`src/rtl/bus_arbiter.sv`:
```
// bus_arbiter: two-requester (fetch / load-store) arbiter onto one system bus.
// Each requester owns a one-deep pending slot; a five-state FSM issues the
// winner downstream, waits out the slave, and returns data/response to it.
// A watchdog in WAIT turns a hung slave into an ERROR completion.
// Optional feature macro: BUS_ARB_ROUND_ROBIN_EN (round-robin on contention;
// default build is fixed priority with load/store beating fetch).
module bus_arbiter #(
  parameter int unsigned TIMEOUT_CYCLES = 256
) (
  input  logic        clock,
  input  logic        reset,
  input  logic        if_start,
  input  logic [31:0] if_address,
  input  logic        if_write,
  input  logic [31:0] if_write_data,
  output logic        if_ready,
  output logic [1:0]  if_response,
  output logic [31:0] if_read_data,
  input  logic        ls_start,
  input  logic [31:0] ls_address,
  input  logic        ls_write,
  input  logic [31:0] ls_write_data,
  output logic        ls_ready,
  output logic [1:0]  ls_response,
  output logic [31:0] ls_read_data,
  output logic        bus_start,
  output logic [31:0] bus_address,
  output logic        bus_write,
  output logic [31:0] bus_write_data,
  input  logic        bus_ready,
  input  logic [1:0]  bus_response,
  input  logic [31:0] bus_read_data
);

  typedef enum logic [2:0] {IDLE, ISSUE, SETTLE, WAIT, DONE} state_e;

  localparam logic [15:0] TMO_LAST = 16'(TIMEOUT_CYCLES - 1);

  state_e      state_q, state_d;
  logic        if_vld_q, ls_vld_q;
  logic [31:0] if_addr_q, ls_addr_q, if_wd_q, ls_wd_q;
  logic        if_wr_q, ls_wr_q;
  logic        gnt_ls_q;            // 1 = load/store owns the current transaction
  logic [31:0] bus_addr_q, bus_wd_q, rdata_q;
  logic        bus_wr_q;
  logic [1:0]  resp_q;
  logic [15:0] cnt_q;
  logic [1:0]  if_resp_q, ls_resp_q;
  logic [31:0] if_rdata_q, ls_rdata_q;
  logic        pick_ls, go, wait_end;

  assign if_ready       = ~if_vld_q;
  assign ls_ready       = ~ls_vld_q;
  assign if_response    = if_resp_q;
  assign ls_response    = ls_resp_q;
  assign if_read_data   = if_rdata_q;
  assign ls_read_data   = ls_rdata_q;
  assign bus_address    = bus_addr_q;
  assign bus_write      = bus_wr_q;
  assign bus_write_data = bus_wd_q;

`ifdef BUS_ARB_ROUND_ROBIN_EN
  logic last_ls_q;                  // 0 = fetch granted last
  // On contention the requester that was not granted last wins.
  assign pick_ls = ls_vld_q & (~if_vld_q | ~last_ls_q);

  // Remember who was issued most recently.
  always_ff @(posedge clock or negedge reset) begin
    if (!reset)                last_ls_q <= 1'b0;
    else if (state_q == ISSUE) last_ls_q <= gnt_ls_q;
  end
`else
  // Fixed priority: load/store beats fetch.
  assign pick_ls = ls_vld_q;
`endif

  assign go       = (if_vld_q | ls_vld_q) & bus_ready;
  assign wait_end = bus_ready | (cnt_q == TMO_LAST);

  // State register.
  always_ff @(posedge clock or negedge reset) begin
    if (!reset) state_q <= IDLE;
    else        state_q <= state_d;
  end

  // Next-state logic; a stray bus_ready in IDLE only matters with a slot pending.
  always_comb begin
    state_d = state_q;
    case (state_q)
      IDLE:    if (go) state_d = ISSUE;
      ISSUE:   state_d = SETTLE;
      SETTLE:  state_d = WAIT;
      WAIT:    if (wait_end) state_d = DONE;
      DONE:    state_d = IDLE;
      default: state_d = IDLE;
    endcase
  end

  // Output decode: the request pulse is purely state-driven so reset kills it at once.
  always_comb begin
    bus_start = 1'b0;
    if (state_q == ISSUE) bus_start = 1'b1;
  end

  // Pending slots: load on an accepted start, free on the owner's DONE.
  always_ff @(posedge clock or negedge reset) begin
    if (!reset) begin
      if_vld_q <= 1'b0; if_addr_q <= '0; if_wr_q <= 1'b0; if_wd_q <= '0;
      ls_vld_q <= 1'b0; ls_addr_q <= '0; ls_wr_q <= 1'b0; ls_wd_q <= '0;
    end else begin
      if (if_start && !if_vld_q) begin
        if_vld_q <= 1'b1; if_addr_q <= if_address; if_wr_q <= if_write; if_wd_q <= if_write_data;
      end else if (state_q == DONE && !gnt_ls_q) begin
        if_vld_q <= 1'b0;
      end
      if (ls_start && !ls_vld_q) begin
        ls_vld_q <= 1'b1; ls_addr_q <= ls_address; ls_wr_q <= ls_write; ls_wd_q <= ls_write_data;
      end else if (state_q == DONE && gnt_ls_q) begin
        ls_vld_q <= 1'b0;
      end
    end
  end

  // Datapath: grant capture, watchdog, completion latch and return to the owner.
  always_ff @(posedge clock or negedge reset) begin
    if (!reset) begin
      gnt_ls_q   <= 1'b0;
      bus_addr_q <= '0; bus_wr_q <= 1'b0; bus_wd_q <= '0;
      cnt_q      <= '0;
      rdata_q    <= '0; resp_q <= '0;
      if_rdata_q <= '0; if_resp_q <= '0;
      ls_rdata_q <= '0; ls_resp_q <= '0;
    end else begin
      case (state_q)
        IDLE: if (go) begin
          gnt_ls_q   <= pick_ls;
          bus_addr_q <= pick_ls ? ls_addr_q : if_addr_q;
          bus_wr_q   <= pick_ls ? ls_wr_q   : if_wr_q;
          bus_wd_q   <= pick_ls ? ls_wd_q   : if_wd_q;
        end
        SETTLE: cnt_q <= '0;
        WAIT: begin
          if (bus_ready) begin
            rdata_q <= bus_read_data;
            resp_q  <= {1'b0, |bus_response};
          end else begin
            cnt_q <= cnt_q + 16'd1;
            if (cnt_q == TMO_LAST) begin
              rdata_q <= '0;
              resp_q  <= 2'd1;
            end
          end
        end
        DONE: begin
          if (gnt_ls_q) begin
            ls_rdata_q <= rdata_q; ls_resp_q <= resp_q;
          end else begin
            if_rdata_q <= rdata_q; if_resp_q <= resp_q;
          end
        end
        default: ;
      endcase
    end
  end

endmodule

```
`config.mk`:
```
export PLATFORM = sky130hd
export DESIGN_NAME = bus_arbiter
export DESIGN_NICKNAME = d
export VERILOG_FILES = /design/src/rtl/bus_arbiter.sv
export SDC_FILE = /design/constraint.sdc
export NUM_CORES = 1
export LEC_CHECK = 0
export ABC_AREA = 1
export CAP_MARGIN = 20
export CORE_MARGIN = 2
export CORE_UTILIZATION = 40
export CTS_CLUSTER_DIAMETER = 30
export DETAILED_ROUTE_END_ITERATION = 7
export PLACE_DENSITY = 0.66
export SETUP_SLACK_MARGIN = 0.02
export SLEW_MARGIN = 10
export SYNTH_ARGS = -nofsm -noshare
export SYNTH_HDL_FRONTEND = slang
export SYNTH_SLANG_ARGS = --single-unit
export TNS_END_PERCENT = 50
```
`constraint.sdc`:
```
create_clock -name clock -period 2.1 [get_ports clock]
set_clock_uncertainty 0.15 [all_clocks]
set_input_delay 0.42 -clock clock [delete_from_list [all_inputs] [get_ports clock]]
set_output_delay 0.42 -clock clock [all_outputs]
set_load 0.01 [all_outputs]
```
==> results.cfg, run 1 <==
[setup_path]
critPathTopFamily = buffers and inverters
r2r_cells = 9
cp.depth = 1
max_stage_delay_ps = 550
crit_arrival_ps = 1470
critPathCapture = bus_address[8]
r2r_start = cnt_q[0]
critPathLaunchType = flip-flop
r2r_setup_slack_ps = 230
crit_fanout = 2
critPathRequiredTime_ps = 1530
crit_chain = clkdlybuf4s50_1
critPathLaunch = bus_address[8]
end_kind = output port
cp_slowest_cell = clkdlybuf4s50_1
cp_num_buf_inv = 1
r2r_end = rdata_q[23]
worstSetupPathType = reg -> out

[placed_design]
portBuffers = 302
placedCellCount = 1876
routabilityCongestion = 0.8029
dpl.hpwl_um = 22380
post-place-ws_ps = -67.39

[sta]
fin_ws_ps = 61.23
fin_setup_tns_ps = 0
hold_viol_final = 0
post-route-period-util = 0.9708
slew_violations = 0
finalSetupViolCount = 0
max_slew_margin = 0.4429
period_minus_slack_ps = 2039
tightestPinTransition_ps = 835.7
rsz0062_at_grt = no
fmax_mhz = 490.5

[routing]
route.detailed.drc = 0
post_drt_wl_per_cell_um = 16.94
viasPerCell = 4.958
ant_nets = 0
vias = 9916
drt_iter0_markers = 494
first_pass_iters = 5
wirelength_um = 33880

[cells_and_area]
fillers = 2571
drive_gt1_frac = 0.1966
multiInputGateArea_sq_um = 4428
final_util = 0.6012
regArea_sq_um = 7909
fin_nets = 1713
instances_no_fill = 2000
syn2layout_area_growth_pct = 47.75

[global_routing]
grt.total_usage = 0.2035
gr-total-overflow = 0
grt_pass1_wl_um = 54090
grt_pass1_vias = 10320
grt_max_degree = 76
antenna_found_initial = 4

[pwr]
power_density_nw_per_um2 = 1588
ir_drop_mv = 0.8743
p_leak_nw = 8.951
total_power_mw = 30.21

[clocking]
cts_sinks = 316
clk_pin_slew_ps = 50
cts_buffers = 66
htree_num_levels = 3
clock_path_buffers = 3
root_buffer = clkbuf_16
cts_tree = done
post-cts-setup-buffers = 0
clk_latency_ps = 540

[yosys]
netlist_area_sq_um = 12870
synthFlopType = dfrtp_1
ys_types = 34
synth.avg_cell_area_sq_um = 10.66
synthCells = 1207
yosysSeqAreaShare = 0.6143
synth-seq-cells = 316
synth_edf_count = 0
ys_warn_count = 0
async_reset_ff_frac = 1.000

[floorplan]
start_util = 0.4069
coreArea_sq_um = 31640
die_x_um = 183.4
die_h_um = 183.4
dieArea_sq_um = 33630
core.rowCount = 65
io-pin-count = 305

[worst_hold_path]
hold_class = in -> async

[outcome]
status = finished, final reports clean

[run]
max_cap_violations = 0
[per-layer routing]
| metal | wire [um] | track usage | up-vias |
|---|---|---|---|
| li1 | - | - | 4676 |
| met1 | 14390 | 0.2623 | 4810 |
| met2 | 15520 | 0.3162 | 367 |
| met3 | 3150 | 0.07149 | 59 |
| met4 | 795 | 0.07712 | 4 |
| met5 | 28 | 0 | - |
[layout by cell type, fill, tap and decap left out, types with 4 or more instances in the layout]
master,netlist,routed
clkinv_4,0,5
o31ai_2,13,13
o31ai_1,52,52
clkinvlp_4,0,10
nor3_1,4,4
dlymetal6s2s_1,0,23
nand4_1,6,6
buf_12,0,13
clkinv_8,0,4
clkbuf_16,0,69
clkinv_2,0,5
dlygate4sd2_1,0,10
inv_1,59,59
nand2_1,255,253
clkbuf_1,28,5
clkbuf_8,0,10
buf_4,4,21
nor2_1,161,160
bufinv_16,0,11
mux2_2,130,130
nand3_1,44,43
dfrtp_1,316,315
o21ai_0,73,73
clkdlybuf4s50_1,0,267
[kinds of logic (layout without fill, tap and decap cells)]
kind of cell | count (synthesis) | after routing | share of synthesized area
flip-flops | 316 | 316 | 0.6143
AND/OR/NAND/NOR | 481 | 481 | 0.1500
multiplexers | 130 | 130 | 0.1137
adder cells (fa/ha/maj) | 1 | 1 | 0.0009719
XOR/XNOR | 2 | 2 | 0.001361
buffers and inverters | 132 | 521 | 0.04471
other | 1 | 3 | 0.0002913
AO/OA/AOI/OAI | 144 | 144 | 0.07465
[final cells by class]
class / instances / area share
Sequential cell: 316 / 0.4158
Multi-Input combinational cell: 760 / 0.2328
Timing Repair Buffer: 337 / 0.1838
Clock buffer: 84 / 0.09901
Clock inverter: 38 / 0.02973
Tap cell: 402 / 0.02645
Inverter: 62 / 0.01224
Antenna cell: 1 / 0.0001316
[repair_timing]
| item | in CTS | in global routing |
|---|---|---|
| hold buffers | 1 | 0 |
| gates resized for setup | 14 | 25 |
| pin swaps | 0 | 0 |
| hold endpoints to repair | 36 | 0 |
| endpoints found under the setup margin | 11 | 56 |
[report_power, final]
group / total (mW) / internal (mW) / switching [mW]
registers: 10.3 / 8.81 / 1.52
logic: 8.72 / 4.50 / 4.22
clock network: 11.2 / 7.74 / 3.42
total: 30.2 / 21.0 / 9.16
[cells in the mapped netlist (3+ instances only)]
library cell / count / area (sq um)
o31ai_1: 52 / 390.4
mux2_2: 130 / 1464
o31ai_2: 13 / 162.7
dfrtp_1: 316 / 7908
nand3_1: 44 / 220.2
nand4_1: 6 / 37.54
nor2_1: 161 / 604.3
nand2_2: 3 / 18.77
o21ai_0: 73 / 365.4
buf_6: 3 / 33.78
nand3_2: 3 / 30.03
buf_4: 4 / 30.03
buf_2: 34 / 170.2
nand2_1: 255 / 957.2
clkbuf_1: 28 / 105.1
inv_2: 3 / 11.26
nor3_1: 4 / 20.02
inv_1: 59 / 221.5
[how the worst min path moves through the flow]
stage | from | endpoint | slack [ps]
after global placement | reset | ls_read_data[8] | 220
after detailed placement | reset | if_read_data[8] | 220
final | reset | if_read_data[8] | 260
after global routing | reset | if_read_data[8] | 280
after CTS | reset | if_read_data[11] | 240
after floorplan | reset | bus_address[0] | -30
[sequential cells by signal (all words and copies together) (netlist names)]
name            count
bus_address        32
bus_write_data     32
if_addr_q          32
if_read_data       32
if_wd_q            32
ls_addr_q          32
ls_read_data       32
ls_wd_q            32
rdata_q            32
cnt_q              16
state_q             3
bus_write           1
gnt_ls_q            1
if_response         1
if_vld_q            1
if_wr_q             1
ls_response         1
ls_vld_q            1
ls_wr_q             1
resp_q              1
[stage by stage]
stage | hold WS, ps | cell area [sq um]
floorplan | -25.59 | 12880
finish | 255.8 | 19020
global placement | 220.5 | 16510
detailed placement | 222.5 | 16510
global route | 278.4 | 19020
CTS | 240.1 | 18950
Power figures use the tool's default switching activity.
==> run 2: changes to the inputs <==
--- a/config.mk
+++ b/config.mk
@@ -6,7 +6,6 @@
 export NUM_CORES = 1
 export LEC_CHECK = 0
 export ABC_AREA = 1
-export CAP_MARGIN = 20
 export CORE_MARGIN = 2
 export CORE_UTILIZATION = 40
 export CTS_CLUSTER_DIAMETER = 30
==> constraint.sdc (replaced) <==
create_clock -name clock -period 2.1 [get_ports clock]
set_clock_uncertainty 0.15 [all_clocks]
set_input_delay 0.21 -clock clock [delete_from_list [all_inputs] [get_ports clock]]
set_output_delay 0.21 -clock clock [all_outputs]
set_load 0.01 [all_outputs]
==> run 2 against run 1 <==
Power is 0.27% higher. Worst setup slack better by 8.5 ps. Flip-flop and latch count stayed put. Sequential share of layout area is 0.23 points higher. Final area decreased by 0.55%. Via count decreased by 0.88%.
==> results.cfg, run 2 (synthesis results as in run 1) <==
[cells_and_area]
final_util = 0.5979
final_common_cell = dfrtp_1
final_cell_mix = dfrtp_1, clkdlybuf4s50_1, nand2_1, nor2_1, mux2_2
fin_nets = 1707
fillers = 2591
regArea_sq_um = 7909
multiInputGateArea_sq_um = 4423
antenna_cells = 0
instances_no_fill = 1994
drive_gt1_frac = 0.1916
syn2layout_area_growth_pct = 46.94

[setup_path]
crit_fanout = 13
r2r_cells = 9
r2r_start = cnt_q[0]
critPathRequiredTime_ps = 1740
end_kind = output port
max_stage_delay_ps = 550
crit_chain = inv_8 -> clkdlybuf4s50_1
r2r_setup_slack_ps = 230
cp_slowest_cell = clkdlybuf4s50_1
crit_arrival_ps = 1670
worstSetupPathType = reg -> out
critPathLaunchType = flip-flop
r2r_end = rdata_q[8]

[global_routing]
grt_max_degree = 133
use_met2 = 0.3176
grt.total_usage = 0.2039
grt_pass1_vias = 10210
antenna_found_initial = 1
grt_pass1_wl_um = 54560
gr-total-overflow = 0
gr-usage-met1 = 0.2670
grtUsageMet3 = 0.06990
busiest_layer = met2

[worst_hold_path]
min_to = rdata_q[26]
hp-start = bus_read_data[26]
hold_depth = 3
hold_class = in -> reg

[sta]
fin_ws_ps = 69.75
finalSetupViolCount = 0
period_minus_slack_ps = 2030
post-route-period-util = 0.9668
fin_setup_tns_ps = 0
max_slew_margin = 0.4132
hold_viol_final = 0
slew_violations = 0
fmax_mhz = 492.5
rsz0062_at_grt = yes
tightestPinTransition_ps = 880.2

[floorplan]
die_h_um = 183.4
start_util = 0.4069
die_x_um = 183.4
dieArea_sq_um = 33630
io-pin-count = 305
coreArea_sq_um = 31640
core.rowCount = 65

[clocking]
cts_tree = done
cts_buffers = 67
post-cts-setup-buffers = 0
clk_latency_ps = 570
clk_pin_slew_ps = 50
clock_path_buffers = 3
cts_sinks = 316
root_buffer = clkbuf_16
htree_num_levels = 3

[pwr]
p_leak_nw = 8.577
comb_power_share = 0.288
internal-power_mw = 20.92
p_sw_frac = 0.3093
ir_drop_mv = 0.9570
power_density_nw_per_um2 = 1601
p_switching_mw = 9.368
power_frac_seq = 0.342
clkPwrFrac = 0.370

[routing]
ant_nets = 0
drt_iter0_markers = 531
vias = 9829
first_pass_iters = 7
post_drt_wl_per_cell_um = 16.91
wirelength_um = 33730
route.detailed.drc = 0
viasPerCell = 4.929

[placed_design]
portBuffers = 302
routabilityCongestion = 0.8146
post-place-ws_ps = 14.76
dpl.hpwl_um = 21840
placedCellCount = 1869

[run]
max_cap_violations = 0

[outcome]
status = finished, final reports clean
==> run 2: cell count changes in the layout (fill, tap and decap cells not counted), moves of 3 or more <==
cell | before | now
buf_4 | 21 | 15
clkdlybuf4s50_1 | 267 | 299
dlygate4sd2_1 | 10 | 2
clkinv_16 | 0 | 4
clkinv_8 | 4 | 1
dlymetal6s2s_1 | 23 | 0
clkbuf_8 | 10 | 7
clkinv_2 | 5 | 11
clkbuf_1 | 5 | 8
==> run 2: cell type report <==
class	instances	share of cell area
clock buffers	82	0.09532
well taps	402	0.02659
repair buffers	330	0.1787
flip-flops and latches	316	0.4181
multi-input cells	760	0.2338
inverters	62	0.01270
clock inverters	42	0.03473
==> run 2: repair_timing <==
item,in CTS,in global routing
hold buffers,1,0
endpoints found under the hold margin,316,0
endpoints found under the setup margin,3,35
resized for setup,4,3
==> run 2: worst max-delay path by stage <==
stage	from	endpoint	cells after the start	slack [ps]
2_1_floorplan	cnt_q[0]	rdata_q[10]	9	460
3_3_place_gp	bus_ready	bus_write_data[27]	6	90
3_5_place_dp	bus_ready	bus_write_data[23]	6	10
4_1_cts	ls_vld_q	ls_ready	2	20
5_1_grt	ls_vld_q	ls_ready	2	10
6_report	ls_vld_q	ls_ready	2	70
==> run 2: layer usage <==
layer | up-vias | part of all wire
met3 | 55 | 0.085
met5 | - | 0
met4 | 0 | 0.021
li1 | 4668 | -
met1 | 4767 | 0.43
met2 | 339 | 0.46
==> run 2: worst max-delay path: cells and delay by family, from the launching register on <==
| kind | cells | cell delay, ps |
|---|---|---|
| DFF | 1 | 440 |
| buffers and inverters | 2 | 680 |
==> run 2: power groups by stage <==
stage | Sequential [mW] | Combinational [mW] | Clock (mW)
after global placement | 10.3 | 8.57 | 0
after floorplan | 10.5 | 4.52 | 0
final | 10.4 | 8.71 | 11.2
after CTS | 10.4 | 8.86 | 11.4
after global routing | 10.7 | 9.65 | 11.7
after detailed placement | 10.4 | 8.80 | 0
==> run 2: per-stage QoR <==
stage	instance area [sq um]	hold WS, ps	power (mW)
6_report	18910	61.55	30.29
5_1_grt	18910	65.81	32.08
4_1_cts	18910	42.92	30.61
3_5_place_dp	16430	56.42	19.20
3_3_place_gp	16430	62.66	18.91
2_1_floorplan	12880	-235.6	15.01
